## config.mk

```make
export PLATFORM = sky130hd
export DESIGN_NAME = lab3_excess3_to_bcd_serial
export DESIGN_NICKNAME = d
export VERILOG_FILES = /design/src/rtl/lab3_excess3_to_bcd_serial_pkg.sv /design/src/rtl/D_ff_AR.sv /design/src/rtl/serial_sub_cell.sv /design/src/rtl/lab3_excess3_to_bcd_serial.sv
export SDC_FILE = /design/constraint.sdc
export NUM_CORES = 1
export LEC_CHECK = 0
export CAP_MARGIN = 40
export CORE_AREA = 2 2 39 41
export CTS_CLUSTER_DIAMETER = 30
export CTS_CLUSTER_SIZE = 30
export DETAILED_ROUTE_END_ITERATION = 10
export DIE_AREA = 0 0 41 43
export PLACE_DENSITY = 0.69
export SYNTH_ARGS = -nofsm -noshare
export SYNTH_HDL_FRONTEND = slang
export SYNTH_HIERARCHICAL = 1
export SYNTH_SLANG_ARGS = --single-unit
```

## constraint.sdc

```tcl
create_clock -name clock -period 3.47 [get_ports clock]
set_input_delay 0.8675 -clock clock [delete_from_list [all_inputs] [get_ports clock]]
set_output_delay 0.8675 -clock clock [all_outputs]
set_load 0.1 [all_outputs]
```

## src/rtl/lab3_excess3_to_bcd_serial_pkg.sv

```systemverilog
// Shared constants for the serial Excess-3 <-> BCD conversion path.
package lab3_excess3_to_bcd_serial_pkg;
  localparam int          DIGIT_W    = 4;
  localparam logic [3:0]  XS3_OFFSET = 4'b0011;
  localparam logic [3:0]  XS3_MIN    = 4'b0011;
  localparam logic [3:0]  XS3_MAX    = 4'b1100;
  localparam logic [3:0]  BCD_MAX    = 4'd9;

  typedef enum logic [1:0] {BIT0 = 2'd0, BIT1 = 2'd1, BIT2 = 2'd2, BIT3 = 2'd3} bit_idx_e;
endpackage

```

## src/rtl/D_ff_AR.sv

```systemverilog
// Single-bit flop with asynchronous active-high clear.
module D_ff_AR (
  input  logic clk,
  input  logic rst,
  input  logic d,
  output logic q
);
  always_ff @(posedge clk or posedge rst) begin
    if (rst) q <= 1'b0;
    else     q <= d;
  end
endmodule

```

## src/rtl/serial_sub_cell.sv

```systemverilog
// One-bit serial subtractor cell: z = x - s - borrow_in.
module serial_sub_cell (
  input  logic x,
  input  logic s,
  input  logic borrow_in,
  output logic z,
  output logic borrow_out
);
  assign z          = x ^ s ^ borrow_in;
  assign borrow_out = (~x & (s | borrow_in)) | (s & borrow_in);
endmodule

```

## src/rtl/lab3_excess3_to_bcd_serial.sv

```systemverilog
// Bit-serial Excess-3 to BCD decoder: subtracts 0011 LSB-first, Mealy z, parallel digit out.
module lab3_excess3_to_bcd_serial
  import lab3_excess3_to_bcd_serial_pkg::*;
(
  input  logic               clock,
  input  logic               reset,
  input  logic               x,
  input  logic               en,
  output logic               z,
  output logic [DIGIT_W-1:0] bcd,
  output logic               digit_valid,
  output logic               err
);
  logic [1:0]         idx_q, idx_d;
  logic               borrow_q, borrow_d;
  logic [2:0]         partial_q, partial_d;
  logic [DIGIT_W-1:0] bcd_q, bcd_d;
  logic               err_q, err_d;
  logic               dv_q, dv_d;

  logic               s, borrow_in, z_cell, borrow_out, last_bit;
  logic [DIGIT_W-1:0] assembled;

  // State register: bit index and borrow chain.
  D_ff_AR u_borrow (.clk(clock), .rst(reset), .d(borrow_d), .q(borrow_q));

  genvar gi;
  generate
    for (gi = 0; gi < 2; gi++) begin : g_idx
      D_ff_AR u_idx (.clk(clock), .rst(reset), .d(idx_d[gi]), .q(idx_q[gi]));
    end
  endgenerate

  // Next-state logic.
  always_comb begin
    idx_d    = idx_q;
    borrow_d = borrow_q;
    if (en) begin
      idx_d    = idx_q + 2'd1;
      borrow_d = borrow_out;
    end
  end

  // Output logic.
  always_comb begin
    z = en & z_cell;
  end

  // Subtrahend is the offset bit at the current position; the chain restarts at bit 0.
  always_comb begin
    s         = XS3_OFFSET[idx_q];
    borrow_in = (idx_q == BIT0) ? 1'b0 : borrow_q;
    last_bit  = en && (idx_q == BIT3);
    assembled = {z_cell, partial_q};
  end

  serial_sub_cell u_cell (
    .x          (x),
    .s          (s),
    .borrow_in  (borrow_in),
    .z          (z_cell),
    .borrow_out (borrow_out)
  );

  // Assembler and error check.
  always_comb begin
    partial_d = partial_q;
    bcd_d     = bcd_q;
    err_d     = err_q;
    dv_d      = last_bit;
    if (en && !last_bit) partial_d = {z_cell, partial_q[2:1]};
    if (last_bit) begin
      bcd_d = assembled;
      err_d = borrow_out | (assembled > BCD_MAX);
    end
  end

  always_ff @(posedge clock or posedge reset) begin
    if (reset) begin
      partial_q <= '0;
      bcd_q     <= '0;
      err_q     <= 1'b0;
      dv_q      <= 1'b0;
    end else begin
      partial_q <= partial_d;
      bcd_q     <= bcd_d;
      err_q     <= err_d;
      dv_q      <= dv_d;
    end
  end

  assign bcd         = bcd_q;
  assign err         = err_q;
  assign digit_valid = dv_q;
endmodule

```

-- Word level (Yosys, flattened, before mapping)
Cells that the tools add are included.
- flip-flop bits (word level): 12
- output and inout port bits: 7
- $add $sub $neg: 1
- order comparisons: 2
- equal/unequal tests: 1
- multiplexer cells: 3
- bitwise gates (word level): 9
- reduce and logical (&&, ||, !) cells: 4
- operator list (operator ; number):
    $gt 4x4->1 const B ; 1
    $and 1x1->1 ; 3
    $lt 2x3->1 const B ; 1
    $or 1x1->1 ; 3
    $add 2x1->2 const B ; 1
    $bmux 1 s2 ; 1
    $eq 2x2->1 const B ; 1
    $logic_and 1x1->1 ; 2
    $logic_not 2->1 ; 1
    $mux 1 ; 2
    $xor 1x1->1 ; 2
    $logic_not 1->1 ; 1
    $not 1->1 ; 1

-- Longest topological paths before layout
Gate-level depths: netlist (run 1).
- depth in word-level cells: 6
- gate-level depth with buffers: 7
- gate-level depth less buffers: 7

-- Cells and area by module
Netlist (run 1), hierarchy kept.
- by module, submodules not included (module ; instances ; cells an instance ; area an instance (µm²) ; sequential area each (µm²)):
    lab3_excess3_to_bcd_serial ; 1 ; 35 ; 471.7 ; 225.2
    D_ff_AR ; 3 ; 2 ; 28.8 ; 25.0
    serial_sub_cell ; 1 ; 3 ; 27.5 ; 0.0

-- Least setup slack after synthesis (run 1)
OpenSTA, ideal clock, no wires.
- path kind: input-to-output
- start point: input port x
- end point: output port z
- arrival: 1919 ps
- slack: 683 ps
- cell stages on the path: 4
- path buffers: 0
- path through: inv_1 > fa_1 > inv_1 > and2_2
- cells in the longest elaborated chain, start to end: 3
- RTL lines (what ; line ; text):
    start: declaration ; lab3_excess3_to_bcd_serial.sv:7 ; input logic x,
    $xor 1x1->1 (2 in series) ; serial_sub_cell.sv:9 ; assign z = x ^ s ^ borrow_in;
    named net z_cell ; lab3_excess3_to_bcd_serial.sv:21 ; logic s, borrow_in, z_cell, borrow_out, last_bit;
    $and 1x1->1 ; lab3_excess3_to_bcd_serial.sv:46 ; z = en & z_cell;
    end: declaration ; lab3_excess3_to_bcd_serial.sv:9 ; output logic z,
The timed path passes the listed nets, and every way through them passes these cells.

-- Worst setup path in the final report (run 1)
Same ends and word-level chain as after synthesis.

==> Flow_metrics.wiki, run 1 <==
{| class="wikitable"
! Metric !! Value
|-
| Final setup violation count || 0
|-
| Number of global-route vias before repair || 353
|-
| Fraction of the cycle the final worst path needs || 0.916
|-
| Number of distinct standard cells referenced by the synthesized netlist || 16
|-
| Overall global routing resource usage || 0.126
|-
| Diode insertion count for antenna repair || 0
|-
| Die Footprint || approximately 1800 um2
|-
| Slew Limit Fails || 0
|-
| Maximum achievable frequency || about 310 MHz
|-
| Hold worst-path end || g_idx[0].u_idx/q$_DFF_PP0_
|-
| Maximum fanout count along the critical path || 4
|-
| First-pass iteration count of the detailed router || 3
|-
| Worst-path cell with the longest stage delay || sky130_fd_sc_hd__fa_1
|-
| Count of maximum capacitance violations || 0
|-
| Sum of buffers and inverters on the critical path || 4
|-
| Critical path data required time || 2.60 ns
|-
| Clock insertion delay at the later pin of the skew report || ~0.27 ns
|-
| Number of register bits inferred by synthesis || 12
|-
| Die width || just over 40 um
|-
| Area growth from synthesis to layout || 22.9%
|-
| R2R depth || 7
|-
| Tightest slew margin relative to the limit || 0.763
|-
| Clock tree from TritonCTS || done
|-
| Tmin final || 3.18 ns
|-
| Cell with the most instances on the worst path || sky130_fd_sc_hd__inv_1
|-
| Depth of the worst hold-timing path || 1
|-
| Initial standard-cell utilization of the core || 0.423
|-
| RSZ-0062 raised after global routing || false
|-
| Routed vias || 347
|-
| Top Ports || 11
|-
| Commonest non-fill, non-tap cells in the layout || 12 x sky130_fd_sc_hd__dfrtp_1, 10 x sky130_fd_sc_hd__inv_1, 7 x sky130_fd_sc_hd__mux2_4, 7 x sky130_fd_sc_hd__buf_4
|-
| Cell-by-cell listing of the critical path || clkdlybuf4s50_1 -> inv_1 -> fa_1 -> inv_1 -> and2_2 -> buf_12
|-
| Placeable core region || roughly 1400 um2
|-
| Type of destination of the critical path || output port
|-
| Longest Clk Path Bufs || 2
|-
| Weighted congestion at the end of routability-driven global placement || 0.677
|-
| Maximum level of the CTS H-tree || 1
|-
| Wire length of the first global-routing pass || about 1.5 mm
|-
| Synthesis warning total || 6
|-
| Remaining routing DRC violations || 0
|-
| Clock buffers created by TritonCTS || 3
|-
| Leading cell type in the layout, fill and taps excluded || sky130_fd_sc_hd__dfrtp_1
|-
| Clock tree root driver cell || sky130_fd_sc_hd__clkbuf_4
|-
| HP Class || reg2reg
|-
| Launch point of the worst hold path || g_idx[0].u_idx/q$_DFF_PP0_
|-
| Number of gates given a new drive strength after cts || 0
|-
| Clock tree skew after final layout || 0.00366 ns
|-
| Critical path data arrival time || 2.31 ns
|-
| Setup slack, reg-to-reg || approximately 1.8 ns
|-
| Count of routing violations after the opening detailed-route iteration || 5
|-
| Routed Wire Length || between 800 and 900 um
|-
| Average instance area after synthesis || around 13 um2
|-
| Cell family with the largest share of critical-path delay || buffers and inverters
|-
| Critical R2R Launch || g_idx[0].u_idx/q$_DFF_PP0_
|-
| Mapped Cells || 44
|-
| Post-layout nets || 66
|-
| End of the worst register-to-register path || err$_DFFE_PP0P_
|-
| Sequential area share after synthesis || 0.513
|-
| Routed Antenna Nets || 0
|-
| Slew at the pin with the worst max-slew slack || between 0.3 and 0.4 ns
|-
| Number of clock sinks seen by CTS || 12
|-
| Status || complete, no violations
|-
| Average vias per placed instance || 4.75
|-
| Largest net degree at the start of global routing || 10
|-
| Port bufs || 10
|-
| Class of the most critical setup path || in2out
|-
| Final total negative setup slack || 0 ns
|-
| Setup fix buffers added after clock tree synthesis || 0
|-
| Area of the mapped netlist || 586 um2
|-
| Wirelength per Cell || 11.4 um
|-
| Placement Rows || 14
|-
| Syn_nets || just over 50
|-
| Clock slew at reported path FFs || approximately 0.07 ns
|-
| Fraction of layout cells with a size suffix above 1 || 0.386
|-
| Worst setup SP type || input port
|-
| Vertical die dimension || 43 um
|-
| Largest incremental delay on the critical path || around 0.52 ns
|-
| Final hold violation count || 0
|-
| # hold bufs at CTS || 0
|-
| Total gr overflow || 0
|-
| Antenna violations before repair || 0
|}
## Yosys cell counts, drive strengths merged
cell type  instances  area [um2]
fa                 1        20.0
and2               1        7.51
mux2               8         116
xor2               1        8.76
ha                 2        25.0
a21oi              1        5.00
nand2              2        15.0
a41oi              1        8.76
nor2b              1        6.26
inv               10        37.5
o21ai              2        10.0
nand2b             1        13.8
buf                1        11.3
dfrtp             12         300
## worst register-to-register path: cells and delay by family, from the launching register on
family | cells | cell delay, ns
buffers and inverters | 2 | 0.17
AO/OA/AOI/OAI | 2 | 0.31
flip-flops | 1 | 0.39
AND/OR/NAND/NOR | 1 | 0.13
adder cells (fa/ha/maj) | 2 | 0.61
## how the worst max path moves through the flow
stage | startpoint | to | slack, ns | depth (start not counted)
floorplan | x | z | 0.68 | 4
global placement | x | z | 0.29 | 6
detailed placement | x | z | 0.29 | 6
CTS | x | z | 0.29 | 6
global route | x | z | 0.25 | 6
finish | x | z | 0.29 | 6
## metal layers
layer,up-vias,global-route usage,part of all wire
met5,-,0,0
li1,164,-,-
met3,2,0.0314,0.042
met4,0,0.0600,0.022
met2,9,0.184,0.50
met1,172,0.167,0.43
## area by class of cell
cell class | count | area (um2)
Multi-Input combinational cell | 21 | 236
Tap cell | 16 | 20.0
Sequential cell | 12 | 300
Inverter | 10 | 37.5
Timing Repair Buffer | 11 | 103
Clock buffer | 3 | 22.5
Fill cell | 120 | 664
## registers in the layout, indices dropped and copies added (netlist names)
register and flops:
partial_q 3, err 1, u_borrow/q 1, bcd 4
digit_valid 1, g_idx.u_idx/q 2
## logic make-up (layout without fill, tap and decap cells)
logic type                 count (synthesis)  in the layout  synth area share
and+or+nand+nor                            5              5            0.0726
AOI/OAI and AO/OA                          4              4            0.0406
muxes                                      8              8             0.199
adders and majority gates                  3              3            0.0769
DFF                                       12             12             0.513
buffers and inverters                     11             24            0.0833
xor gates and xnor gates                   1              1            0.0150
## per-stage QoR
stage | instance area (um2) | hold slack, ns | setup WS [ns] | utilization | std cells
6_report | 719 | 0.503 | 0.290 | 0.520 | 73
2_1_floorplan | 586 | 0.466 | 0.683 | - | 44
5_1_grt | 719 | 0.530 | 0.246 | 0.520 | 73
3_5_place_dp | 697 | 0.496 | 0.291 | 0.504 | 70
3_3_place_gp | 697 | 0.489 | 0.287 | 0.504 | 70
4_1_cts | 719 | 0.509 | 0.287 | 0.520 | 73
Power of run 1 is not shown: default switching activity piles up to over one toggle a cycle in this logic, so the estimate is an artifact.
==> inputs of run 2 (changes only) <==
--- a/config.mk
+++ b/config.mk
@@ -12,6 +12,8 @@
 export DETAILED_ROUTE_END_ITERATION = 10
 export DIE_AREA = 0 0 41 43
 export PLACE_DENSITY = 0.69
+export SKIP_LAST_GASP = 1
+export SLEW_MARGIN = 20
 export SYNTH_ARGS = -nofsm -noshare
 export SYNTH_HDL_FRONTEND = slang
 export SYNTH_HIERARCHICAL = 1
==> results of run 2 <==
Same layout as run 1: the final DEF is identical, and so are final timing and power.
Power of run 2 is left out for the same reason.
==> inputs of run 3 (changes only) <==
--- a/config.mk
+++ b/config.mk
@@ -6,11 +6,11 @@
 export NUM_CORES = 1
 export LEC_CHECK = 0
 export CAP_MARGIN = 40
-export CORE_AREA = 2 2 39 41
+export CORE_AREA = 10 10 47 49
 export CTS_CLUSTER_DIAMETER = 30
 export CTS_CLUSTER_SIZE = 30
 export DETAILED_ROUTE_END_ITERATION = 10
-export DIE_AREA = 0 0 41 43
+export DIE_AREA = 0 0 57 59
 export PLACE_DENSITY = 0.69
 export SKIP_LAST_GASP = 1
 export SLEW_MARGIN = 20
==> Flow_metrics.wiki, run 3 (synthesized netlist as in run 1, its figures left out) <==
{| class="wikitable"
! Metric !! Value
|-
| Number of placed instances with taps included || 70 (unchanged)
|-
| Status || complete, no violations
|-
| Setup fix buffers added after clock tree synthesis || 0 (unchanged)
|-
| Critical path data required time || 2.60 ns (about the same)
|-
| Fraction of the cycle the final worst path needs || 0.917 (about the same)
|-
| Maximum fanout count along the critical path || 4 (unchanged)
|-
| Final total negative setup slack || 0 ns (unchanged)
|-
| Critical path data arrival time || 2.31 ns (about the same)
|-
| Clock slew at reported path FFs || 0.07 ns (about the same)
|-
| Type of destination of the critical path || output port
|-
| Placeable core region || 1400 um2 (+1.3%)
|-
| Slew Limit Fails || 0 (unchanged)
|-
| Area growth from synthesis to layout || 22.9% (unchanged)
|-
| Leading cell type in the layout, fill and taps excluded || sky130_fd_sc_hd__dfrtp_1
|-
| Count of routing violations after the opening detailed-route iteration || 0 (-5)
|-
| Maximum achievable frequency || 314 MHz (about the same)
|-
| Number of gates given a new drive strength after cts || 0 (unchanged)
|-
| Commonest non-fill, non-tap cells in the layout || 12 x sky130_fd_sc_hd__dfrtp_1, 10 x sky130_fd_sc_hd__inv_1, 7 x sky130_fd_sc_hd__mux2_4, 7 x sky130_fd_sc_hd__buf_4
|-
| Clock tree from TritonCTS || done
|-
| Top Ports || 11 (unchanged)
|-
| Post-DP HPWL || 732 um
|-
| Remaining routing DRC violations || 0 (unchanged)
|-
| Post-route insts no fill || 73 (unchanged)
|-
| Final Worst Setup Slack || 0.289 ns (-0.000348 ns)
|-
| Fraction of layout cells with a size suffix above 1 || 0.386 (unchanged)
|-
| Initial standard-cell utilization of the core || 0.418 (-0.00529)
|-
| Overall global routing resource usage || 0.0649 (-0.0610)
|-
| Clock tree skew after final layout || 0.000826 ns (-0.00283 ns)
|-
| Clock buffers created by TritonCTS || 3 (unchanged)
|-
| Weighted congestion at the end of routability-driven global placement || 0.760 (+12%)
|-
| Routed Wire Length || 903 um (+8.7%)
|-
| Count of maximum capacitance violations || 0 (unchanged)
|-
| Flip-flop count of the largest register, all copies and words added || 4 (unchanged)
|-
| # hold bufs at CTS || 0 (unchanged)
|-
| Worst setup slack before clock tree synthesis || 0.278 ns (-0.0126 ns)
|-
| Final hold violation count || 0 (unchanged)
|-
| Diode insertion count for antenna repair || 0 (unchanged)
|-
| Class of the most critical setup path || in2out
|-
| Routed vias || 327 (-5.8%)
|-
| Number of global-route vias before repair || 337 (-4.5%)
|-
| Antenna violations before repair || 0 (unchanged)
|-
| First-pass iteration count of the detailed router || 1 (-2)
|-
| Tightest slew margin relative to the limit || 0.774 (+0.0103)
|-
| HP Class || reg2reg
|-
| Worst hold margin || 0.503 ns (-0.000797 ns)
|-
| RSZ-0062 raised after global routing || false
|-
| Placement Rows || 14 (unchanged)
|-
| Worst setup SP type || input port
|-
| Port bufs || 10 (unchanged)
|-
| Vertical die dimension || 59 um (+37%)
|-
| Longest Clk Path Bufs || 2 (unchanged)
|-
| Average vias per placed instance || 4.48 (-5.8%)
|-
| Slew at the pin with the worst max-slew slack || 0.339 ns (-0.0155 ns)
|-
| Clock tree root driver cell || sky130_fd_sc_hd__clkbuf_4
|-
| Wirelength per Cell || 12.4 um (+8.7%)
|-
| Largest net degree at the start of global routing || 10 (unchanged)
|-
| Tmin final || 3.18 ns (+0.000348 ns)
|-
| Die Footprint || 3360 um2 (+91%)
|-
| Post-layout nets || 66 (unchanged)
|-
| Die width || 57 um (+39%)
|-
| Number of clock sinks seen by CTS || 12 (unchanged)
|-
| Total gr overflow || 0 (unchanged)
|-
| Final setup violation count || 0 (unchanged)
|-
| Wire length of the first global-routing pass || 1.61 mm (+7.3%)
|-
| Maximum level of the CTS H-tree || 1 (unchanged)
|-
| Clock insertion delay at the later pin of the skew report || 0.27 ns (about the same)
|-
| Routed Antenna Nets || 0 (unchanged)
|}
## run 3: cell counts in the layout (fill, tap and decap cells not counted)
Identical to the previous run, type by type.
## run 3: metal layers
metal	track usage	vias up	share of wire
met5	0	-	0
met4	0.0604	0	0.034
met3	0.0386	2	0.10
met2	0.0853	11	0.43
met1	0.0704	151	0.43
li1	-	163	-
## run 3: path summary, 6_finish.rpt
check	start	to	slack, ns	cells past startpoint
setup / recovery	x	z	0.29	6
hold / removal	g_idx[0].u_idx/q$_DFF_PP0_	g_idx[0].u_idx/q$_DFF_PP0_	0.50	1
setup reg to reg	g_idx[0].u_idx/q$_DFF_PP0_	err$_DFFE_PP0P_	1.79	7
max in group asynchronous	reset	bcd[3]$_DFFE_PP0P_	2.28	2
min in group asynchronous	reset	g_idx[0].u_idx/q$_DFF_PP0_	0.81	2
hold reg to reg	g_idx[0].u_idx/q$_DFF_PP0_	g_idx[0].u_idx/q$_DFF_PP0_	0.50	1
## run 3: final cells by class
type                       count  area, um2
multi-input combinational     21        236
inverter                      10       37.5
clock buffer                   3       22.5
timing repair buffer          11        103
sequential                    12        300
fill                         133        682
tap                           16       20.0
## run 3: worst max-delay path: stages
cell and delay, ns:
sky130_fd_sc_hd__clkdlybuf4s50_1 0.45, sky130_fd_sc_hd__inv_1 0.05, sky130_fd_sc_hd__fa_1 0.52, sky130_fd_sc_hd__inv_1 0.07
sky130_fd_sc_hd__and2_2 0.19, sky130_fd_sc_hd__buf_12 0.16
## run 3: per-stage QoR
step	utilization	instance area, um2
6_report	0.513	719
5_1_grt	0.513	719
4_1_cts	0.513	719
3_5_place_dp	0.497	697
3_3_place_gp	0.497	697
2_1_floorplan	-	586
Power of run 3 is left out for the same reason.
